[src/rtl/jtpang_objdma.sv]
// jtpang_objdma -- object-attribute DMA engine for the Pang video path.
//
// On a dma_go rising edge the engine takes the Z80 bus (busrq/busak_n),
// copies 2^FLDW bytes from each of 2^OBJW object slots (slot stride
// 2^STRW bytes) of the CPU object RAM into a packed private object
// buffer, then releases the bus and pulses done.
//
// Ports:
//   clk, rst_n       system clock, synchronous active-low reset
//   cen              clock enable; all state advances only on cen
//   LVBL             vertical blank (active low), used only with
//                    JTPANG_OBJDMA_VBL_EN
//   dma_go           trigger, rising-edge sensitive
//   busrq / busak_n  bus request (active high) / bus acknowledge (active low)
//   src_addr/src_dout object RAM read port, 1-cen read latency
//   dst_addr/dst_din/dst_we  object buffer write port (dst_we qualified by cen)
//   busy, done       busy from acceptance to release; done one-cen pulse
//
// Configuration macro: JTPANG_OBJDMA_VBL_EN -- when defined, an accepted
// trigger waits in IDLE until LVBL is low before requesting the bus.
module jtpang_objdma #(
  parameter int OBJW = 7,
  parameter int FLDW = 2,
  parameter int STRW = 5
) (
  input  logic                 clk,
  input  logic                 rst_n,
  input  logic                 cen,
  input  logic                 LVBL,
  input  logic                 dma_go,
  output logic                 busrq,
  input  logic                 busak_n,
  output logic [OBJW+STRW-1:0] src_addr,
  input  logic [7:0]           src_dout,
  output logic [OBJW+FLDW-1:0] dst_addr,
  output logic [7:0]           dst_din,
  output logic                 dst_we,
  output logic                 busy,
  output logic                 done
);

  localparam int CW = OBJW + FLDW;

  typedef enum logic [2:0] {IDLE, REQ, COPY, FLUSH, REL} state_t;

  state_t          state_q, state_d;
  logic [CW-1:0]   cnt_q, cnt_d;
  logic            re_q, re_d;       // bus was lost: re-read byte cnt-1 first
  logic            busy_q, busy_d;
  logic            done_q, done_d;
  logic            we_q, we_d;
  logic [CW-1:0]   daddr_q, daddr_d;
  logic [7:0]      din_q, din_d;
  logic            go_q, go_d;
  logic            go_edge;
  logic [CW-1:0]   rd_idx;
`ifdef JTPANG_OBJDMA_VBL_EN
  logic            pend_q, pend_d;   // trigger accepted, waiting for vblank
`else
  logic            unused_lvbl;
  assign unused_lvbl = LVBL;
`endif

  assign go_edge = dma_go & ~go_q;

  // While re-reading after a bus loss the address steps back one byte so
  // the byte whose read was corrupted is fetched again.
  assign rd_idx   = re_q ? cnt_q - CW'(1) : cnt_q;
  assign src_addr = {rd_idx[CW-1:FLDW], {(STRW-FLDW){1'b0}}, rd_idx[FLDW-1:0]};

  assign busrq    = (state_q == REQ) || (state_q == COPY) || (state_q == FLUSH);
  assign dst_addr = daddr_q;
  assign dst_din  = din_q;
  assign dst_we   = we_q;
  assign busy     = busy_q;
  assign done     = done_q;

  always_comb begin
    state_d = state_q;
    cnt_d   = cnt_q;
    re_d    = re_q;
    busy_d  = busy_q;
    done_d  = 1'b0;
    we_d    = 1'b0;
    daddr_d = daddr_q;
    din_d   = din_q;
    go_d    = dma_go;
`ifdef JTPANG_OBJDMA_VBL_EN
    pend_d  = pend_q;
`endif
    case (state_q)
      IDLE: begin
`ifdef JTPANG_OBJDMA_VBL_EN
        if ((!busy_q && go_edge) || pend_q) begin
          busy_d = 1'b1;
          if (!LVBL) begin
            pend_d  = 1'b0;
            state_d = REQ;
          end else begin
            pend_d  = 1'b1;
          end
        end
`else
        if (!busy_q && go_edge) begin
          busy_d  = 1'b1;
          state_d = REQ;
        end
`endif
      end
      REQ: begin
        if (!busak_n) begin
          state_d = COPY;
          cnt_d   = '0;
          re_d    = 1'b0;
        end
      end
      COPY: begin
        if (busak_n) begin
          // Bus lost: freeze; the byte in flight must be fetched again.
          if (cnt_q != '0) re_d = 1'b1;
        end else if (re_q) begin
          re_d = 1'b0;
        end else begin
          // src_dout now holds byte cnt-1 (address presented last cen).
          if (cnt_q != '0) begin
            we_d    = 1'b1;
            daddr_d = cnt_q - CW'(1);
            din_d   = src_dout;
          end
          if (cnt_q == '1) state_d = FLUSH;
          else             cnt_d   = cnt_q + CW'(1);
        end
      end
      FLUSH: begin
        we_d    = 1'b1;
        daddr_d = '1;
        din_d   = src_dout;
        state_d = REL;
      end
      REL: begin
        if (busak_n) begin
          done_d  = 1'b1;
          busy_d  = 1'b0;
          state_d = IDLE;
        end
      end
      default: state_d = IDLE;
    endcase
  end

  always_ff @(posedge clk) begin
    if (!rst_n) begin
      state_q <= IDLE;
      cnt_q   <= '0;
      re_q    <= 1'b0;
      busy_q  <= 1'b0;
      done_q  <= 1'b0;
      we_q    <= 1'b0;
      daddr_q <= '0;
      din_q   <= '0;
      go_q    <= 1'b0;
`ifdef JTPANG_OBJDMA_VBL_EN
      pend_q  <= 1'b0;
`endif
    end else if (cen) begin
      state_q <= state_d;
      cnt_q   <= cnt_d;
      re_q    <= re_d;
      busy_q  <= busy_d;
      done_q  <= done_d;
      we_q    <= we_d;
      daddr_q <= daddr_d;
      din_q   <= din_d;
      go_q    <= go_d;
`ifdef JTPANG_OBJDMA_VBL_EN
      pend_q  <= pend_d;
`endif
    end
  end

endmodule

[config.mk]
export PLATFORM = sky130hd
export DESIGN_NAME = jtpang_objdma
export DESIGN_NICKNAME = d
export VERILOG_FILES = /design/src/rtl/jtpang_objdma.sv
export SDC_FILE = /design/constraint.sdc
export NUM_CORES = 1
export LEC_CHECK = 0
export BUFFER_PORTS_ARGS = -buffer_cell sky130_fd_sc_hd__buf_2
export CAP_MARGIN = 20
export CORE_ASPECT_RATIO = 0.6
export CORE_MARGIN = 4
export CORE_UTILIZATION = 45
export DETAILED_ROUTE_END_ITERATION = 10
export GPL_TIMING_DRIVEN = 0
export PLACE_DENSITY = 0.7
export SLEW_MARGIN = 10
export SYNTH_ARGS = -nofsm -noshare
export SYNTH_HDL_FRONTEND = slang
export SYNTH_SLANG_ARGS = --single-unit
[constraint.sdc]
create_clock -name clk -period 4.75 [get_ports clk]
set_clock_uncertainty 0.05 [all_clocks]
set_input_delay 0.2375 -clock clk [delete_from_list [all_inputs] [get_ports clk]]
set_output_delay 0.2375 -clock clk [all_outputs]
set_load 0.005 [all_outputs]
==> results.tsv, run 1 <==
metric	value	unit
sequential power share	0.466	
Post-Syn Area	1910	um^2
switching share of power	0.233	
routed len/inst	13.5	um
# rows	18	
grt ovf	0	
# diodes	0	
Post-Place Worst Slack	2.35	ns
Tightest Pin Transition	0.507	ns
EDFF count, synth	0	
Synth Register Bits	34	
RSZ-0062 raised after global routing	false	
Final period util	0.535	
Slew Viols, Final	0	
fmax	394	MHz
via count	1749	
largest vdd supply drop	0.187	mV
PD cells	273	nW/um^2
DRC	0	
Post-synth top flop	dfxtp_1	
final hold violation count	0	
cts hold-fix bufs	0	
CP Data Required Time	4.46	ns
crit end category	output port	
final worst setup slack	2.21	ns
max cap viols	0	
highest-count cells in the layout ignoring fill and taps	47 x buf_2, 34 x dfxtp_1, 29 x nand2_1, 16 x nor2_1, 14 x a21oi_1	
leak pwr	0.996	nW
CTS Root Cell	clkbuf_8	
full die area	5400	um^2
fin util	0.563	
core box area	4100	um^2
Clk network pwr share	0.431	
Tmin final	2.54	ns
CTS resizes	0	
CP Class	reg -> out	
part of the Yosys area used for sequential elements	0.356	
Via density	5.22	
fraction of registers with async set/reset	0	
starting density of the core	0.467	
Yosys cell types	48	
min-delay worst type	in -> reg	
RePlAce Congestion	0.854	
Int Pwr	0.000483	W
vias in the first global route	1474	
largest net degree at the start of global routing	11	
I/O pin count	47	
Antenna Violating Nets Remaining	0	
die width	92.2	um
setup TNS	0	ns
Worst Path Arrival	2.25	ns
Clock H-tree levels	2	
first-pass GRT wire length	7290	um
Finish-stage setup viols	0	
Worst slew margin	0.662	
YS warnings	0	
Detailed Place HPWL	3480	um
CTS tree	yes	
CTS buffer count	5	
Layout area overhead	20.7	%
crit-path max FO	7	
synthesized area per cell	8.47	um^2
routed wire length	4510	um
CP startpoint kind	flip-flop	
share of cells above drive strength 1	0.251	
# nets final	292	
Clock Tree Buf Depth	2	
die height	58.5	um
IO Port Bufs	40	
status	finished clean	
Clock Pin Slew Worst Setup and Hold Paths	0.07	ns
final hold slack	0.139	ns
Cells after Synth	226	
logic gate share of total power	0.103	
Clock Sink Count	34	
Worst-Skew Late Latency	0.29	ns
P_sw	0.000147	W
# Post-CTS Setup Buffers	0	
most common cell after layout, fill and taps aside	buf_2	
1st-iter DRT viols	116	
GRT Util Overall	0.173	
drt first pass iters	4	
initial antenna violation count	0	
-- metal layers --
metal	track usage	part of all wire
met2	0.219	0.35
met4	0.0507	0.010
met1	0.273	0.55
met3	0.0524	0.088
met5	0	0
-- power groups by stage --
stage	clock, W	combinational (W)	sequential (W)
floorplan	0	0.0000447	0.000299
global placement	0	0.0000635	0.000300
detailed placement	0	0.0000642	0.000300
CTS	0.000280	0.0000645	0.000293
global route	0.000293	0.0000730	0.000294
finish	0.000271	0.0000651	0.000294
-- cell usage after synthesis (3+ instances only) --
master / instances / area (um^2)
a21oi_1: 14 / 70.1
a311oi_1: 4 / 35.0
and2_1: 3 / 18.8
buf_2: 7 / 35.0
buf_4: 4 / 30.0
clkbuf_1: 9 / 33.8
dfxtp_1: 34 / 681
ha_1: 3 / 37.5
inv_1: 4 / 15.0
mux2i_1: 8 / 80.1
nand2_1: 29 / 109
nand3_1: 11 / 55.1
nor2_1: 16 / 60.1
nor2b_1: 5 / 31.3
nor3b_1: 4 / 30.0
o211ai_1: 4 / 30.0
o21a_1: 3 / 22.5
o21ai_0: 7 / 35.0
or3_1: 3 / 18.8
xnor2_1: 11 / 96.3
xor2_1: 8 / 70.1
-- worst paths after layout --
path / from / end / slack (ns) / depth (start not counted)
hold reg to reg: dst_din[3] / dst_din[3] / 0.40 / 2
setup / recovery: cnt_q[0] / src_addr[9] / 2.21 / 8
hold / removal: src_dout[1] / dst_din[1] / 0.14 / 3
setup reg to reg: cnt_q[5] / cnt_q[7] / 2.32 / 9
-- cell families after synthesis --
family / count (synthesis) / share of synthesized area
buffers and inverters: 25 / 0.0654
muxes: 8 / 0.0418
adders and majority gates: 3 / 0.0196
and+or+nand+nor: 89 / 0.259
other: 1 / 0.00196
AOI/OAI and AO/OA: 47 / 0.170
DFF: 34 / 0.356
xor gates and xnor gates: 19 / 0.0869
-- stage by stage --
| step | total power (W) | std cells | area (um^2) |
|---|---|---|---|
| global placement | 0.000363 | 328 | 2200 |
| global route | 0.000659 | 335 | 2310 |
| finish | 0.000630 | 335 | 2310 |
| CTS | 0.000637 | 335 | 2310 |
| floorplan | 0.000344 | 228 | 1920 |
| detailed placement | 0.000364 | 328 | 2200 |
-- flip-flops by register name, indices dropped and copies added, names as in the netlist --
name and count:
done 1, busy 1, state_q 3, dst_din 8
dst_addr 9, re_q 1, go_q 1, cnt_q 9
dst_we 1
-- final cells by class --
cell class / count / area, um^2
Timing Repair Buffer: 40 / 200
Buffer: 21 / 110
Fill cell: 411 / 1790
Multi-Input combinational cell: 169 / 1120
Tap cell: 60 / 75.1
Sequential cell: 34 / 681
Clock inverter: 1 / 30.0
Clock buffer: 6 / 82.6
Inverter: 4 / 15.0
-- worst max-delay path, cell delays in order (launching register included) --
cell and delay [ns]:
dfxtp_1 0.32, clkbuf_1 0.21, inv_1 0.10, ha_1 0.24, or4b_4 0.50, nor2_1 0.17
nand2_1 0.09, xnor2_1 0.19, buf_2 0.14
Power figures use the tool's default switching activity.
==> run 2: changes to the inputs <==
--- a/config.mk
+++ b/config.mk
@@ -5,6 +5,7 @@
 export SDC_FILE = /design/constraint.sdc
 export NUM_CORES = 1
 export LEC_CHECK = 0
+export ABC_AREA = 1
 export BUFFER_PORTS_ARGS = -buffer_cell sky130_fd_sc_hd__buf_2
 export CAP_MARGIN = 20
 export CORE_ASPECT_RATIO = 0.6
@@ -12,7 +13,7 @@
 export CORE_UTILIZATION = 45
 export DETAILED_ROUTE_END_ITERATION = 10
 export GPL_TIMING_DRIVEN = 0
-export PLACE_DENSITY = 0.7
+export PLACE_DENSITY = 0.69
 export SLEW_MARGIN = 10
 export SYNTH_ARGS = -nofsm -noshare
 export SYNTH_HDL_FRONTEND = slang
==> constraint.sdc (replaced) <==
create_clock -name clk -period 2.4 [get_ports clk]
set_clock_uncertainty 0.05 [all_clocks]
set_input_delay 0.12 -clock clk [delete_from_list [all_inputs] [get_ports clk]]
set_output_delay 0.12 -clock clk [all_outputs]
set_load 0.005 [all_outputs]
==> run 2 against run 1 <==
First-iteration DRC count up 43%; largest cell class unchanged; largest power group is now combinational cells; critical path type is now reg -> reg; die area up 7.3%; cell count up 32%; global-route usage up 3.2 points; critical path depth up 4; non-clock buffer count down 5.
==> results.tsv, run 2 <==
metric	value	unit	change
Worst-Skew Late Latency	0.29	ns	about the same
die height	60.6	um	+3.5%
Hold Crit Endpoint	go_q		
share of cells above drive strength 1	0.205		-0.0462
largest vdd supply drop	0.527	mV	+180%
drt first pass iters	4		unchanged
Cells after Synth	330		+46%
top post-synthesis cells by count	80 x nand2_1, 74 x nor2_1, 35 x inv_1, 34 x dfxtp_1, 31 x nand3_1		
CTS buffer count	5		unchanged
highest-count cells in the layout ignoring fill and taps	80 x nand2_1, 74 x nor2_1, 48 x buf_2, 35 x inv_1, 34 x dfxtp_1		
CP Class	reg -> reg		
Post-synth top flop	dfxtp_1		
initial antenna violation count	0		unchanged
starting density of the core	0.484		+0.0172
RePlAce Congestion	0.847		-0.84%
cts hold-fix bufs	0		unchanged
Via density	4.87		-6.8%
Post-Syn Area	2070	um^2	+8.2%
crit-path max FO	10		+3
CTS resizes	0		unchanged
fmax	463	MHz	
Clock Sink Count	34		unchanged
synthesized area per cell	6.28	um^2	-26%
part of the Yosys area used for sequential elements	0.329		-0.0271
EDFF count, synth	0		unchanged
Antenna Violating Nets Remaining	0		unchanged
DP Cell Count	433		+32%
Clock Tree Buf Depth	2		unchanged
Reg2Reg Launch Point	cnt_q[1]		
IO Port Bufs	41		+2.5%
Worst Min Path Start	dma_go		
# rows	18		unchanged
RSZ-0062 raised after global routing	false		
status	finished clean		
CTS tree	yes		
YS warnings	0		unchanged
grt ovf	0		unchanged
largest net degree at the start of global routing	11		unchanged
Worst Path Arrival	2.30	ns	+0.05 ns
leak pwr	1.25	nW	+25%
Clock H-tree levels	2		unchanged
Tmin final	2.16	ns	
Synth Register Bits	34		unchanged
CTS Root Cell	clkbuf_8		
top-area cell type share of the netlist area	0.329		-0.0271
CP Data Required Time	2.53	ns	-1.93 ns
routed len/inst	12.5	um	-6.9%
cell taking the most area after synthesis	dfxtp_1		
r2r worst-path depth	12		+3
Finish-stage setup viols	0		unchanged
count leader, synth	nand2_1		
RR Endpoint	cnt_q[5]		
min-delay worst type	in -> reg		
1st-iter DRT viols	166		+43%
Tightest Pin Transition	0.540	ns	+0.0332 ns
final hold violation count	0		unchanged
vias in the first global route	1817		+23%
routed wire length	5530	um	+23%
via count	2147		+23%
# nets final	397		+36%
Detailed Place HPWL	4270	um	+23%
Layout area overhead	19.0	%	
I/O pin count	47		unchanged
crit end category	flip-flop		
Yosys cell types	28		-42%
PD cells	1040	nW/um^2	+280%
total power	0.00257	W	+310%
DRC	0		unchanged
setup TNS	0	ns	unchanged
Slew Viols, Final	0		unchanged
core box area	4280	um^2	+4.4%
Clock Pin Slew Worst Setup and Hold Paths	0.07	ns	about the same
# diodes	0		unchanged
most common cell after layout, fill and taps aside	nand2_1		
r2r setup slk	0.24	ns	-2.08 ns
Final period util	0.901		
die width	95.6	um	+3.7%
max cap viols	0		unchanged
Synth area leaders	dfxtp_1 33%, nand2_1 14%, nor2_1 13%		
hold path depth	3		unchanged
full die area	5790	um^2	+7.3%
GRT Util Overall	0.205		+0.0322
fraction of registers with async set/reset	0		unchanged
post-route insts no fill	441		+32%
CP startpoint kind	flip-flop		
first-pass GRT wire length	8910	um	+22%
Worst slew margin	0.639		-0.0234
# Post-CTS Setup Buffers	0		unchanged
fin util	0.576		+0.0128
final hold slack	0.0279	ns	-0.111 ns
-- run 2: power breakdown --
group          switching (W)  leakage (nW)  internal (W)  total (W)
logic               0.000792         0.919      0.000441    0.00123
registers           0.000112         0.276      0.000694   0.000807
clock network       0.000218        0.0524      0.000311   0.000528
total                0.00112          1.25       0.00145    0.00257
-- run 2: cell families after synthesis --
kind of cell,after synthesis,synth area share
compound gates,30,0.0791
xor+xnor,3,0.0127
fa+ha+maj,3,0.0181
buf+inv,54,0.120
flops,34,0.329
other cells,1,0.00181
simple gates,205,0.440
-- run 2: through the flow --
stage                     area (um^2)  setup slack [ns]
after floorplan                  2080             0.643
after global placement           2360             0.340
after detailed placement         2360             0.292
after CTS                        2470             0.275
after global routing             2470           0.00626
final                            2470             0.239
-- run 2: per-layer routing --
layer	share of wire	wire length (um)	up-vias	global-route usage
met5	0	0	-	0
met4	0.012	69	0	0.0668
met3	0.079	439	9	0.0496
met2	0.36	2000	79	0.257
met1	0.55	3020	941	0.331
li1	-	-	1118	-
-- run 2: worst max-delay path by stage --
stage | from | end
6_report | cnt_q[1] | cnt_q[5]
5_1_grt | cnt_q[1] | state_q[1]
4_1_cts | cnt_q[1] | state_q[1]
3_5_place_dp | cnt_q[1] | state_q[1]
3_3_place_gp | cnt_q[1] | cnt_q[5]
2_1_floorplan | cnt_q[1] | cnt_q[5]
-- run 2: worst max-delay path, stage by stage, from the launching register on --
cell	delay (ns)
dfxtp_1	0.47
ha_1	0.22
nand2_1	0.07
inv_1	0.12
nand3_1	0.15
nor2_1	0.15
ha_1	0.20
nand3_1	0.10
nand3_2	0.14
nor2_4	0.07
buf_6	0.14
a21oi_1	0.12
nor2_1	0.06
-- run 2: final cells by class --
class                   instances  area [um^2]
multi-input cells             244         1150
well taps                      60         75.1
clock buffers                   7         76.3
inverters                      39          149
plain buffers                  15         98.8
flip-flops and latches         34          681
fillers                       450         1810
repair buffers                 41          205
clock inverters                 1         30.0
==> run 3: changes to the inputs <==
--- a/config.mk
+++ b/config.mk
@@ -11,6 +11,7 @@
 export CORE_ASPECT_RATIO = 0.6
 export CORE_MARGIN = 4
 export CORE_UTILIZATION = 45
+export CTS_BUF_LIST = sky130_fd_sc_hd__clkbuf_4 sky130_fd_sc_hd__clkbuf_8
 export DETAILED_ROUTE_END_ITERATION = 10
 export GPL_TIMING_DRIVEN = 0
 export PLACE_DENSITY = 0.69
==> run 3 against run 2 <==
Sequential power about the same; cell count is the same; wire length about the same; setup slack better by 0.0052 ns.
==> results.tsv, run 3 (same netlist as run 2, synthesis figures left out) <==
metric	value	unit	change
Slew Viols, Final	0		unchanged
first-pass GRT wire length	8920	um	+0.16%
routed wire length	5530	um	about the same
Tightest Pin Transition	0.535	ns	-0.00509 ns
grt ovf	0		unchanged
most common cell after layout, fill and taps aside	nand2_1		
Worst slew margin	0.642		+0.00341
max cap viols	0		unchanged
starting density of the core	0.484		unchanged
# Post-CTS Setup Buffers	0		unchanged
Clock Tree Buf Depth	2		unchanged
RePlAce Congestion	0.847		unchanged
Antenna Violating Nets Remaining	0		unchanged
PD cells	1050	nW/um^2	+0.55%
die width	95.6	um	unchanged
setup TNS	0	ns	unchanged
Worst Path Arrival	2.28	ns	-0.02 ns
Via density	4.83		-0.88%
RSZ-0062 raised after global routing	false		
core box area	4280	um^2	unchanged
CP Data Required Time	2.52	ns	about the same
crit-path max FO	7		-3
Finish-stage setup viols	0		unchanged
drt first pass iters	5		+1
routed len/inst	12.5	um	about the same
final hold violation count	0		unchanged
initial antenna violation count	0		unchanged
leak pwr	1.25	nW	+0.55%
1st-iter DRT viols	166		unchanged
fin util	0.578		+0.00175
via count	2128		-0.88%
Detailed Place HPWL	4270	um	unchanged
status	finished clean		
largest net degree at the start of global routing	11		unchanged
vias in the first global route	1819		+0.11%
CTS tree	yes		
CTS resizes	0		unchanged
Tmin final	2.16	ns	-0.00518 ns
CP Class	reg -> reg		
Clock Pin Slew Worst Setup and Hold Paths	0.07	ns	about the same
full die area	5790	um^2	unchanged
# rows	18		unchanged
IO Port Bufs	41		unchanged
highest-count cells in the layout ignoring fill and taps	80 x nand2_1, 74 x nor2_1, 48 x buf_2, 35 x inv_1, 34 x dfxtp_1		
fmax	464	MHz	+0.24%
# diodes	0		unchanged
CTS Root Cell	clkbuf_8		
I/O pin count	47		unchanged
Layout area overhead	19.4	%	
largest vdd supply drop	0.580	mV	+10%
CTS buffer count	5		unchanged
cts hold-fix bufs	0		unchanged
Worst-Skew Late Latency	0.29	ns	about the same
Clock H-tree levels	2		unchanged
min-delay worst type	in -> reg		
# nets final	397		unchanged
Final period util	0.898		-0.00216
GRT Util Overall	0.206		+0.000266
Clock Sink Count	34		unchanged
crit end category	flip-flop		
DRC	0		unchanged
CP startpoint kind	flip-flop		
die height	60.6	um	unchanged
share of cells above drive strength 1	0.210		+0.00525
run 3: final cells by class:
class	instances	area, um^2
Buffer	15	98.8
Clock buffer	7	83.8
Clock inverter	1	30.0
Fill cell	449	1810
Inverter	39	149
Multi-Input combinational cell	244	1150
Sequential cell	34	681
Tap cell	60	75.1
Timing Repair Buffer	41	205
run 3: report_power, final:
group / switching (W) / leakage, nW / total (W) / internal, W
Clock: 0.000214 / 0.0593 / 0.000548 / 0.000333
Sequential: 0.000113 / 0.276 / 0.000807 / 0.000694
Combinational: 0.000794 / 0.919 / 0.00123 / 0.000441
run 3: worst paths after layout:
| check | startpoint | end | slack (ns) | depth (start not counted) |
|---|---|---|---|---|
| worst max register to register | cnt_q[1] | state_q[1] | 0.24 | 12 |
| worst min register to register | dst_we | dst_we | 0.42 | 2 |
| worst min-delay path | dma_go | go_q | 0.03 | 3 |
| worst max-delay path | cnt_q[1] | state_q[1] | 0.24 | 12 |
run 3: metal layers:
metal	part of all wire	wire [um]	up-vias	global-route usage
met5	0	0	-	0
met4	0.012	65	0	0.0668
met3	0.10	571	7	0.0496
met2	0.36	1980	70	0.258
met1	0.53	2910	930	0.331
li1	-	-	1121	-
run 3: worst max-delay path, cell delays in order (launching register included):
cell and delay (ns):
dfxtp_1 0.47, ha_1 0.22, nand2_1 0.07, inv_1 0.11, nand3_1 0.15, nor2_1 0.15, ha_1 0.20, nand3b_1 0.11
nand3_1 0.13, nor2_1 0.20, nand2_1 0.07, nand2_1 0.07, nor2_1 0.04
run 3: stage by stage:
step	worst slack [ns]	instance area [um^2]	hold WS, ns	std cells	power (W)
floorplan	0.643	2080	0.205	332	0.00164
global placement	0.340	2360	0.322	433	0.00202
detailed placement	0.292	2360	0.335	433	0.00203
CTS	0.275	2470	0.0292	441	0.00259
global route	0.00626	2470	0.0580	441	0.00279
finish	0.244	2470	0.0285	441	0.00259
